[src/rtl/pipe_ctrl_regs.sv]
// pipe_ctrl_regs: F/D, D/E, E/M and M/W pipeline registers for the RV32I
// 5-stage core. Carries instruction word, PC, valid bit and decoded
// write-back controls. Bubbles are NOP_INSTR with valid=0.
// Optional retire/bubble counters are built only when PIPE_RETIRE_CNT_EN
// is defined.
module pipe_ctrl_regs #(
  parameter int               XLEN      = 32,
  parameter logic [XLEN-1:0]  NOP_INSTR = 32'h0000_0013
) (
  input  logic            clk,
  input  logic            rst,
  input  logic [XLEN-1:0] instr_F,
  input  logic [XLEN-1:0] pc_F,
  input  logic            stall_D,
  input  logic            flush_D,
  input  logic            flush_E,
  output logic [XLEN-1:0] IR_D,
  output logic [XLEN-1:0] IR_E,
  output logic [XLEN-1:0] IR_M,
  output logic [XLEN-1:0] IR_W,
  output logic [XLEN-1:0] pc_D,
  output logic [XLEN-1:0] pc_E,
  output logic [XLEN-1:0] pc_M,
  output logic [XLEN-1:0] pc_W,
  output logic            valid_D,
  output logic            valid_E,
  output logic            valid_M,
  output logic            valid_W,
  output logic [1:0]      wb_sel_E,
  output logic [1:0]      wb_sel_M,
  output logic [1:0]      wb_sel_W,
  output logic            regwrite_E,
  output logic            regwrite_M,
  output logic            regwrite_W
`ifdef PIPE_RETIRE_CNT_EN
  ,
  output logic [31:0]     retired_cnt,
  output logic [31:0]     bubble_cnt
`endif
);

  logic [6:0] opcode_D;
  logic       dec_regwrite;
  logic [1:0] dec_wb_sel;

  // Decode write-back controls of the D-stage instruction for the D/E load.
  always_comb begin
    dec_regwrite = 1'b0;
    dec_wb_sel   = 2'b00;
    opcode_D     = IR_D[6:0];
    case (opcode_D)
      7'd51, 7'd19, 7'd55, 7'd23: dec_regwrite = valid_D;
      7'd3: begin
        dec_regwrite = valid_D;
        dec_wb_sel   = 2'b10;
      end
      7'd111, 7'd103: begin
        dec_regwrite = valid_D;
        dec_wb_sel   = 2'b01;
      end
      default: begin
        dec_regwrite = 1'b0;
        dec_wb_sel   = 2'b00;
      end
    endcase
  end

  // F/D register: flush beats stall; PC is kept on a flush.
  always_ff @(posedge clk) begin
    if (rst) begin
      IR_D    <= NOP_INSTR;
      pc_D    <= '0;
      valid_D <= 1'b0;
    end else if (flush_D) begin
      IR_D    <= NOP_INSTR;
      valid_D <= 1'b0;
    end else if (!stall_D) begin
      IR_D    <= instr_F;
      pc_D    <= pc_F;
      valid_D <= 1'b1;
    end
  end

  // D/E register: bubble on flush_E, otherwise take D and its decode.
  // During a load-use stall flush_E is also raised, so D holding never
  // duplicates an instruction into E.
  always_ff @(posedge clk) begin
    if (rst) begin
      IR_E       <= NOP_INSTR;
      pc_E       <= '0;
      valid_E    <= 1'b0;
      wb_sel_E   <= 2'b00;
      regwrite_E <= 1'b0;
    end else if (flush_E) begin
      IR_E       <= NOP_INSTR;
      valid_E    <= 1'b0;
      wb_sel_E   <= 2'b00;
      regwrite_E <= 1'b0;
    end else begin
      IR_E       <= IR_D;
      pc_E       <= pc_D;
      valid_E    <= valid_D;
      wb_sel_E   <= dec_wb_sel;
      regwrite_E <= dec_regwrite;
    end
  end

  // E/M and M/W registers: unconditional shift, controls travel along.
  always_ff @(posedge clk) begin
    if (rst) begin
      IR_M       <= NOP_INSTR;
      pc_M       <= '0;
      valid_M    <= 1'b0;
      wb_sel_M   <= 2'b00;
      regwrite_M <= 1'b0;
      IR_W       <= NOP_INSTR;
      pc_W       <= '0;
      valid_W    <= 1'b0;
      wb_sel_W   <= 2'b00;
      regwrite_W <= 1'b0;
    end else begin
      IR_M       <= IR_E;
      pc_M       <= pc_E;
      valid_M    <= valid_E;
      wb_sel_M   <= wb_sel_E;
      regwrite_M <= regwrite_E;
      IR_W       <= IR_M;
      pc_W       <= pc_M;
      valid_W    <= valid_M;
      wb_sel_W   <= wb_sel_M;
      regwrite_W <= regwrite_M;
    end
  end

`ifdef PIPE_RETIRE_CNT_EN
  // Count retired instructions and bubbles leaving W; both wrap naturally.
  always_ff @(posedge clk) begin
    if (rst) begin
      retired_cnt <= 32'd0;
      bubble_cnt  <= 32'd0;
    end else if (valid_W) begin
      retired_cnt <= retired_cnt + 32'd1;
    end else begin
      bubble_cnt  <= bubble_cnt + 32'd1;
    end
  end
`endif

endmodule

[config.mk]
export PLATFORM = sky130hd
export DESIGN_NAME = pipe_ctrl_regs
export DESIGN_NICKNAME = d
export VERILOG_FILES = /design/src/rtl/pipe_ctrl_regs.sv
export SDC_FILE = /design/constraint.sdc
export NUM_CORES = 1
export LEC_CHECK = 0
export BUFFER_PORTS_ARGS = -buffer_cell sky130_fd_sc_hd__buf_4
export CAP_MARGIN = 15
export CORE_AREA = 2 2 133 135
export DETAILED_ROUTE_END_ITERATION = 16
export DIE_AREA = 0 0 135 137
export GPL_TIMING_DRIVEN = 0
export PLACE_DENSITY = 0.83
export SLEW_MARGIN = 5
export SYNTH_ARGS = -nofsm -noshare
export SYNTH_HDL_FRONTEND = slang
export SYNTH_SLANG_ARGS = --single-unit
[constraint.sdc]
create_clock -name clk -period 2.1 [get_ports clk]
set_clock_uncertainty 0.15 [all_clocks]
set_input_delay 0.315 -clock clk [delete_from_list [all_inputs] [get_ports clk]]
set_output_delay 0.315 -clock clk [all_outputs]
set_load 0.03 [all_outputs]
# Word-level counts from Yosys, hierarchy flattened
# Index checks and enable logic that the tools add are counted.
# word_totals
register_bits,269
latchBits,0
mem_bits_rw,0
rom_bits,0
out_inout_bits,269
word_cells,35
mem_count,0
# op_classes
add_sub_neg,0
mul,0
div,0
n_lt_le_gt_ge,0
n_eq_ne,7
shift,0
n_mux,1
bitwise,3
n_reduce_logical,6
# op_table
cell,count
== test 7 x 5 -> 1 bit (second input constant),2
== test 7 x 6 -> 1 bit (second input constant),2
== test 7 bit (second input constant),2
== test 7 x 2 -> 1 bit (second input constant),1
OR reduction 7 bit,1
OR reduction 2 bit,3
one-hot mux 2 bit (2 select lines),1
inverter 1 bit,3
OR reduction 3 bit,1
AND reduction 2 bit,1

# Longest topological paths before layout
# Gate-level depths: netlist (run 1).
# depth
ltp_word,4
ltp_mapped,6

# Worst setup path after synthesis (run 1)
# OpenSTA, ideal clock, no wires.
# synth_path
kind,input -> register
start,in stall_D
end,reg pc_D[10]
setup_time_ns,0.132
arrival_ns,1.070
t_required_ns,1.818
path_slack_ns,0.748
path_stages,6
path_buffers,3
cell_sequence,buf_2 -> or2_1 -> buf_4 -> buf_6 -> nand2_1 -> a21oi_1
# synth_via
elab_chain_cells,2
# synth_rtl
item,line_no,text
start: declaration,14,"input logic stall_D,"
inverter 1 bit (no source line),--,
AND reduction 2 bit (no source line),--,
end signal: assignment,79,pc_D <= pc_F;
end: declaration,21,"output logic [XLEN-1:0] pc_D,"
# Every way passes these cells.
# A chain may end at the register's enable or synchronous reset.

# Worst setup path after layout (run 1)
# layout_path
start,reg IR_D[1]
end,out IR_D[1]
# layout_rtl
item,line_no,text
start: declaration,17,"output logic [XLEN-1:0] IR_D,"
start signal: assignment,78,IR_D <= instr_F;
# No word-level cell between the ends.

==> results.ini, run 1 <==
[clock_tree]
cts_max_level=1
cts.path.max_buffers=3
path_clk_slew_ns=0.06
clk_latency_ns=0.51
cts_root_buf=clkbuf_16
cts_tree=built
clock_sinks=269
numCtsBuffers=27
cts_resized=0
post-cts-setup-buffers=0

[power_and_ir_drop]
p_int_w=0.00834
finalPower_w=0.0108
sw_frac_of_total_pct=22.6
p_comb_share_pct=8.2
p_sw_w=0.00243
p_leak_nw=5.75
seqPwrFrac_pct=48.9
vdd_ir_drop_max_v=0.000788
power.clock.fraction_pct=42.9
p_per_area_nw_per_um2=871

[timing]
tightest_slew_ns=0.667
slew-limit-headroom_pct=55.5
tns_ns=0
timing.final.crit_share_pct=78.2
fin_crit_ns=1.64
fmax_mhz=609
hold_viol=0
rsz0062_at_grt=no
fin_ws_ns=0.457
setup_violations=0
slew_violations=0

[synth]
ys_top_cells_by_area=dfxtp_1 (67%), nor2b_1 (10%), mux2i_1 (8.0%)
synth_cells=722
yosysTopAreaCellShare_pct=66.9
avgSynthCellArea_um2=11.2
synth_nets=791
netlist-cell-type-count=22
synth_enable_flop_cells=0
ys_warn_count=0
yosysSeqAreaShare_pct=66.9
ys_ff_latch=269
yosysMostFrequentCell=dfxtp_1
synthFlopType=dfxtp_1
synthArstFlopShare_pct=0
synth_common_cells=dfxtp_1 (269), nor2b_1 (130), nand2_1 (67)
synth_top_cell_by_area=dfxtp_1
synth_area_um2=8050

[detailed_routing]
drt-initial-drc-count=239
ant_nets=0
drtPass1Iterations=4
vias=6584
viasPerCell=4.73
remaining_drc_errors=0
wl_per_cell_um=18.1
totalWireLength_mm=25.1

[status]
outcome=completed

[setup_path]
crit_buf_inv=1
cp_top_family=flip-flops
required_ns=1.63
r2r_cells=3
critPathKind=reg2out
critPathMaxFanout=6
critPathSlowestCell=dfxtp_1
critPathArrivalTime_ns=1.18
end_kind=output pin
crit_chain=buf_4
cp_num_cells=1
startpoint_type=register
slowest_delay_ns=0.45

[floorplanning]
core_area_um2=17100
start_util_pct=47.2
io_pins=338
die_w_um=135
rows=48
die_h_um=137
dieArea_um2=18500

[global_route]
antenna_found_initial=1
grt_usage_pct=26.0
grt_max_degree=14
grt_pass1_vias=6644
grt-ovfl-total=0
grt_pass1_wl_mm=37.0

[placed_design]
placed_cells=1282
globalplace.congestion=0.839
place_hpwl_mm=17.3
io_buffers=335
placed_area_um2=10900
place_ws_ns=0.286

[finish]
fin_nets=1222
multi_input_area_um2=2430
seq_area_um2=5390
area_delta_synth_final_pct=53.5
final_cell_area_um2=12400
instances_no_fill=1392
fillers=1178
drive_above_1_share_pct=34.0

[worst_hold_path]
hold_path_depth=4
hp-class=in2reg

[run]
maxCapViolCount=0

==> final timing paths <==
kind,from,endpoint,slack [ns]
setup / recovery,IR_D[1]$_SDFFE_PP1N_,IR_D[1],0.46
hold reg to reg,IR_E[4]$_SDFF_PP1_,IR_M[4]$_SDFF_PP1_,0.29
hold / removal,flush_D,pc_D[31]$_SDFFE_PP0P_,0.002
setup reg to reg,IR_D[4]$_SDFFE_PP1N_,IR_D[4]$_SDFFE_PP1N_,0.68
==> worst reg2reg max path, cell delays in order (launching register included) <==
cell and delay [ns]:
dfxtp_1 0.35, mux2i_1 0.17, nand2_1 0.06, dlygate4sd3_1 0.57
==> repair_timing <==
action	CTS	global route
endpoints found under the setup margin	0	0
hold buffers	67	0
endpoints found under the hold margin	64	0
==> routing by layer <==
metal | track usage (%) | vias up | wire, um
met5 | 0 | - | 0
met4 | 8.33 | 0 | 765
met3 | 5.59 | 56 | 1720
met2 | 48.2 | 283 | 12900
met1 | 29.7 | 3110 | 9710
li1 | - | 3135 | -
==> power groups by stage <==
stage,combinational [W],sequential (W),clock (W)
floorplan,0.000250,0.00554,0
global placement,0.000759,0.00537,0
detailed placement,0.000772,0.00538,0
CTS,0.000879,0.00526,0.00466
global route,0.000934,0.00528,0.00487
finish,0.000881,0.00527,0.00462
==> state kept, by name, summed over array words and instances, names as in the netlist <==
signal	flops
valid_M	1
regwrite_M	1
regwrite_E	1
IR_D	32
wb_sel_M	2
IR_M	32
valid_D	1
wb_sel_W	2
valid_W	1
regwrite_W	1
valid_E	1
IR_W	32
pc_E	32
wb_sel_E	2
pc_M	32
pc_D	32
pc_W	32
IR_E	32
==> stage by stage <==
step	hold WS, ns	utilization [%]
final	0.00160	72.5
after global routing	0.0147	72.5
after CTS	0.00109	72.5
after detailed placement	0.280	63.6
after global placement	0.272	63.6
after floorplan	0.280	-
==> cell usage in the layout (no fill, tap or decap), drive strengths merged, types with 29 or more instances in the layout <==
cell         instances
mux2i               64
clkbuf              59
nand2               67
buf                359
nor2                66
a21oi               33
dlygate4sd3         67
nor2b              130
and2                29
dfxtp              269
==> final cells by class <==
type | instances | area share, %
diodes | 1 | 0.0202
plain buffers | 44 | 1.86
clock buffers | 39 | 6.23
clock inverters | 3 | 0.557
inverters | 1 | 0.0304
multi-input cells | 408 | 19.7
flip-flops and latches | 269 | 43.6
well taps | 225 | 2.28
repair buffers | 402 | 25.8
==> logic make-up after synthesis <==
| logic type | synth area share (%) |
|---|---|
| AO/OA/AOI/OAI | 2.25 |
| multiplexers | 7.95 |
| flip-flops | 66.9 |
| buffers and inverters | 2.91 |
| AND/OR/NAND/NOR | 20.0 |
Note: power is estimated with default switching activity, not from simulation.
==> inputs of run 2 (changes only) <==
- CORE_AREA: 2 2 133 135 -> unset
- CORE_UTILIZATION: unset -> 47
- DIE_AREA: 0 0 135 137 -> unset
- clock period: 2.1 -> 1.61 ns (I/O delays scaled with it)
==> run 2 against run 1 <==
Sequential share of layout area fell by 0.19 points; critical path depth is 4 higher; wire length down 0.46%; largest cell class unchanged; combinational power rose by 32%; highest routed layer unchanged; global-route usage grew 1.7 points; largest power group unchanged; final cell count grew 0.22%; count of clock-buffer cells in the layout increased by 4; clock power rose by 32%; critical path type is now in2reg.
==> results.ini, run 2 (synthesis gave the netlist of run 1 again) <==
[finish]
final_cell_mix=buf_4 (339), dfxtp_1 (267), nor2b_1 (130)
diodes=0  ; -1
final_common_cell=buf_4
drive_above_1_share_pct=34.5  ; +0.42 points
instances_no_fill=1395  ; +0.22%
area_delta_synth_final_pct=54.2
fin_nets=1224  ; +0.16%

[setup_path]
crit_chain=buf_2 -> buf_2 -> mux2i_1 -> nand2_1 -> dlygate4sd3_1
r2r-start=IR_D[0]$_SDFFE_PP1N_
critPathKind=in2reg
required_ns=1.85  ; +0.22 ns
slowest_delay_ns=0.57  ; +0.12 ns
critPathArrivalTime_ns=1.81  ; +0.63 ns
r2r_slack_ns=0.16  ; -0.52 ns
r2r-end=IR_D[0]$_SDFFE_PP1N_
end_kind=register
cp_top_family=buffers and inverters
crit_buf_inv=3  ; +2
cp_num_cells=5  ; +4
crit_path_frequent_cell=buf_2
critPathMaxFanout=10  ; +4
r2r_cells=3  ; unchanged
startpoint_type=input pin
crit_start=stall_D
critPathSlowestCell=dlygate4sd3_1

[timing]
timing.final.crit_share_pct=97.4
rsz0062_at_grt=no
slew-limit-headroom_pct=60.9  ; +5.4 points
fmax_mhz=638
hold-worst-slack_ns=0.0243  ; +0.0227 ns
hold_viol=0  ; unchanged
fin_crit_ns=1.57
setup_violations=0  ; unchanged
tightest_slew_ns=0.586  ; -0.0813 ns
fin_ws_ns=0.0418  ; -0.416 ns
slew_violations=0  ; unchanged

[run]
maxCapViolCount=0  ; unchanged

[power_and_ir_drop]
seqPwrFrac_pct=48.5  ; -0.4 points
p_per_area_nw_per_um2=1140  ; +31%
p_leak_nw=5.78  ; +0.60%
vdd_ir_drop_max_v=0.000944  ; +20%
sw_frac_of_total_pct=22.8  ; +0.19 points
finalPower_w=0.0142  ; +31%
p_int_w=0.0109  ; +31%
p_sw_w=0.00323  ; +32%
p_comb_share_pct=8.2  ; about the same
power.clock.fraction_pct=43.3  ; +0.4 points

[worst_hold_path]
holdPathEnd=IR_D[13]$_SDFFE_PP0N_
hold_path_depth=3  ; -1
min_from=stall_D
hp-class=in2reg

[global_route]
antenna_found_initial=0  ; -1
grt-ovfl-total=0  ; unchanged
grt_usage_pct=27.6  ; +1.7 points
grt_pass1_wl_mm=37.8  ; +2.0%
grt_pass1_vias=6819  ; +2.6%
grt_max_degree=15  ; +1

[placed_design]
io_buffers=335  ; unchanged
place_ws_ns=-0.0767  ; -0.363 ns
placed_cells=1277  ; -0.39%
place_hpwl_mm=16.7  ; -3.5%
globalplace.congestion=0.822  ; -2.1%

[floorplanning]
core_area_um2=16600  ; -2.4%
start_util_pct=48.4  ; +1.2 points
die_h_um=133  ; -3.0%
rows=47  ; -2.1%
die_w_um=133  ; -1.6%
dieArea_um2=17700  ; -4.5%
io_pins=338  ; unchanged

[clock_tree]
cts.path.max_buffers=3  ; unchanged
cts_root_buf=clkbuf_16
clk_latency_ns=0.52  ; about the same
clock_sinks=269  ; unchanged
numCtsBuffers=26  ; -3.7%
cts_tree=built
cts_max_level=1  ; unchanged
path_clk_slew_ns=0.07  ; about the same

[detailed_routing]
wl_per_cell_um=17.9  ; -0.68%
vias=6680  ; +1.5%
drtPass1Iterations=5  ; +1
viasPerCell=4.79  ; +1.2%
ant_nets=0  ; unchanged
totalWireLength_mm=25.0  ; -0.46%
remaining_drc_errors=0  ; unchanged
drt-initial-drc-count=299  ; +25%

[status]
outcome=completed

## run 2: cell types whose count changed in the layout (fill, tap and decap cells not counted)
cell,change
diode_2,-1
dfxtp_1,-2
clkbuf_8,+4
clkinv_4,-1
clkinv_2,+4
bufinv_16,-1
dfxtp_2,+2
dlygate4sd3_1,+3
## run 2: cell type report
type / instances / area (um^2)
inverter: 1 / 3.75
clock buffer: 43 / 826
clock inverter: 5 / 50.0
sequential: 269 / 5390
fill: 1062 / 4220
tap: 220 / 275
buffer: 44 / 230
multi-input combinational: 408 / 2430
timing repair buffer: 405 / 3220
## run 2: per-layer routing
layer  share of wire [%]  GRT usage, %
met4                 3.7          11.0
met2                  51          50.3
met5                   0             0
met3                 6.2          4.87
met1                  39          31.8
## run 2: tightest hold or removal path, stage by stage
cell and delay, ns:
buf_2 0.19, mux2i_1 0.14, nor2_1 0.07
## run 2: what timing repair did
item,4_1_cts,5_1_grt
setup buffers,0,0
resized for setup,0,2
hold buffers,70,0
endpoints found under the hold margin,68,0
setup endpoints to repair,0,2
## run 2: how the worst max path moves through the flow
stage                             to
2_1_floorplan  pc_D[10]$_SDFFE_PP0P_
3_3_place_gp     IR_W[29]$_SDFF_PP0_
3_5_place_dp     IR_M[15]$_SDFF_PP0_
4_1_cts                      IR_D[2]
5_1_grt                      IR_D[5]
6_report        IR_D[0]$_SDFFE_PP1N_
## run 2: metrics by stage
| step | utilization, % | setup TNS, ns | area (um^2) |
|---|---|---|---|
| after global placement | 65.2 | -1.46 | 10800 |
| after global routing | 74.6 | 0 | 12400 |
| final | 74.6 | 0 | 12400 |
| after CTS | 74.6 | 0 | 12400 |
| after detailed placement | 65.2 | -2.85 | 10800 |
| after floorplan | - | 0 | 8050 |
## run 2: power groups by stage
stage | Clock (W) | Sequential (W) | Combinational (W)
3_5_place_dp | 0 | 0.00701 | 0.00100
5_1_grt | 0.00647 | 0.00688 | 0.00123
2_1_floorplan | 0 | 0.00723 | 0.000326
3_3_place_gp | 0 | 0.00701 | 0.000989
4_1_cts | 0.00615 | 0.00687 | 0.00115
6_report | 0.00612 | 0.00687 | 0.00116
==> inputs of run 3 (changes only) <==
- ABC_AREA: unset -> 1
==> run 3 against run 2 <==
Critical path depth shrank 4; count of clock-buffer cells in the layout shrank 4; critical endpoint is now IR_D[6]; wire length grew 3.6%; largest cell class unchanged; maximum frequency grew 2.8%; combinational power grew 49%; highest routed layer unchanged; final cell count grew 12%.
==> results.ini, run 3 <==
[status]
outcome=completed

[power_and_ir_drop]
p_int_w=0.0115  ; +5.0%
power.clock.fraction_pct=42.4  ; -0.9 points
sw_frac_of_total_pct=24.5  ; +1.8 points
finalPower_w=0.0152  ; +7.5%
seqPwrFrac_pct=46.2  ; -2.3 points
p_sw_w=0.00374  ; +16%
p_leak_nw=5.77  ; -0.27%
p_per_area_nw_per_um2=1220  ; +7.1%
p_comb_share_pct=11.4  ; +3.2 points
vdd_ir_drop_max_v=0.00106  ; +12%

[timing]
setup_violations=0  ; unchanged
fin_crit_ns=1.53  ; -0.0430 ns
rsz0062_at_grt=no
tns_ns=0  ; unchanged
slew_violations=0  ; unchanged
slew-limit-headroom_pct=61.0  ; about the same
hold_viol=0  ; unchanged
fmax_mhz=656  ; +2.8%
timing.final.crit_share_pct=94.7  ; -2.7 points
fin_ws_ns=0.0848  ; +0.0430 ns
tightest_slew_ns=0.585  ; -0.000556 ns

[finish]
final_common_cell=buf_4
drive_above_1_share_pct=30.9  ; -3.6 points
area_delta_synth_final_pct=54.9
final_core_util_pct=74.9  ; +0.25 points
diodes=0  ; unchanged
final_cell_mix=buf_4 (336), dfxtp_1 (269), nor2_1 (204)
fin_nets=1399  ; +14%
instances_no_fill=1569  ; +12%

[synth]
synthArstFlopShare_pct=0  ; unchanged
synth_top_cell_by_area=dfxtp_1
synth-simple-area-share_pct=10.8  ; -9.2 points
ys_ff_latch=269  ; unchanged
yosysSeqAreaShare_pct=66.9  ; about the same
avgSynthCellArea_um2=8.98  ; -19%
synth_common_cells=dfxtp_1 (269), nor2_1 (204), inv_1 (201)
yosysTopAreaCellShare_pct=66.9  ; about the same
synthXorXnorAreaFrac_pct=0  ; unchanged
synth_top_family_by_area=buffers and inverters
yosysMostFrequentCell=dfxtp_1
muxShareOfSynthArea_pct=0  ; -8.0 points
synth_nets=965  ; +22%
ys_top_cells_by_area=dfxtp_1 (67%), nor2_1 (9.5%), inv_1 (9.4%)
synthFlopType=dfxtp_1
ys_warn_count=0  ; unchanged
synth_compound_area_share_pct=9.86  ; +7.6 points
synth_area_um2=8050  ; about the same
netlist-cell-type-count=17  ; -23%
synth_enable_flop_cells=0  ; unchanged
synth_fa_ha_area_share_pct=0  ; unchanged
synth_cells=896  ; +24%

[placed_design]
io_buffers=336  ; +0.30%
placed_cells=1452  ; +14%
place_hpwl_mm=17.3  ; +3.4%
globalplace.congestion=0.854  ; +3.9%
place_ws_ns=-0.0505  ; +0.0262 ns

[floorplanning]
core_area_um2=16600  ; unchanged
io_pins=338  ; unchanged
start_util_pct=48.4  ; about the same
die_h_um=133  ; about the same
die_w_um=133  ; about the same
dieArea_um2=17700  ; about the same
rows=47  ; unchanged

[setup_path]
slowest_delay_ns=0.42  ; -0.15 ns
required_ns=1.22  ; -0.63 ns
end_kind=output pin
crit_buf_inv=1  ; -2
cp_top_family=flip-flops
critPathArrivalTime_ns=1.13  ; -0.68 ns
critPathSlowestCell=dfxtp_1
startpoint_type=register
critPathKind=reg2out
critPathMaxFanout=5  ; -5
crit_chain=buf_4

[global_route]
grt_pass1_wl_mm=38.8  ; +2.7%
grt_max_degree=15  ; unchanged
grt-ovfl-total=0  ; unchanged
grt_usage_pct=28.3  ; +0.72 points
grt_pass1_vias=7450  ; +9.3%
antenna_found_initial=0  ; unchanged

[detailed_routing]
ant_nets=0  ; unchanged
wl_per_cell_um=16.5  ; -7.9%
drt-initial-drc-count=356  ; +19%
vias=7431  ; +11%
viasPerCell=4.74  ; -1.1%
totalWireLength_mm=25.9  ; +3.6%
remaining_drc_errors=0  ; unchanged
drtPass1Iterations=5  ; unchanged

[worst_hold_path]
hp-class=in2reg

[clock_tree]
cts_max_level=1  ; unchanged
cts.path.max_buffers=3  ; unchanged
clock_sinks=269  ; unchanged
clk_latency_ns=0.51  ; about the same
cts_tree=built
numCtsBuffers=27  ; +3.8%
cts_root_buf=clkbuf_16
path_clk_slew_ns=0.06  ; about the same

[run]
maxCapViolCount=0  ; unchanged

## run 3: routing by layer
| metal | wire length (um) | vias to the layer above | share of wire (%) | track usage [%] |
|---|---|---|---|---|
| li1 | - | 3523 | - | - |
| met1 | 10100 | 3449 | 39 | 33.2 |
| met2 | 12600 | 358 | 48 | 48.3 |
| met3 | 1770 | 101 | 6.8 | 5.44 |
| met4 | 1520 | 0 | 5.9 | 16.5 |
| met5 | 0 | - | 0 | 0 |
## run 3: logic make-up after synthesis
| logic type | Yosys count |
|---|---|
| AO/OA/AOI/OAI | 156 |
| buffers and inverters | 245 |
| flip-flops | 269 |
| AND/OR/NAND/NOR | 226 |
## run 3: power groups by stage
stage | Combinational [W] | Sequential (W) | Clock, W
finish | 0.00173 | 0.00703 | 0.00645
CTS | 0.00171 | 0.00702 | 0.00648
floorplan | 0.000411 | 0.00762 | 0
global placement | 0.00153 | 0.00715 | 0
detailed placement | 0.00155 | 0.00717 | 0
global route | 0.00183 | 0.00705 | 0.00680
## run 3: path summary, 6_finish.rpt
| path | startpoint | to | slack (ns) | depth (start not counted) |
|---|---|---|---|---|
| max | IR_D[6]$_SDFFE_PP0N_ | IR_D[6] | 0.08 | 1 |
| min | flush_E | wb_sel_E[1]$_SDFF_PP0_ | 0.02 | 4 |
| max reg2reg | pc_E[0]$_SDFFE_PP0N_ | pc_E[0]$_SDFFE_PP0N_ | 0.20 | 5 |
| min reg2reg | pc_M[30]$_SDFF_PP0_ | pc_W[30]$_SDFF_PP0_ | 0.27 | 2 |
## run 3: metrics by stage
stage               hold slack, ns  area, um^2
finish                      0.0176       12500
global route                0.0293       12500
CTS                         0.0147       12500
detailed placement           0.260       10800
global placement             0.256       10800
floorplan                    0.218        8050
## run 3: layout make-up
class	count	area (um^2)
Sequential cell	269	5390
Fill cell	1068	4180
Timing Repair Buffer	405	3210
Multi-Input combinational cell	382	1660
Clock buffer	39	801
Inverter	201	754
Tap cell	220	275
Buffer	44	246
Clock inverter	9	126
## run 3: repair_timing
item | CTS | global route
endpoints found under the hold margin | 69 | 0
buffers inserted | 0 | 0
hold buffers | 69 | 0
gates resized for setup | 0 | 0
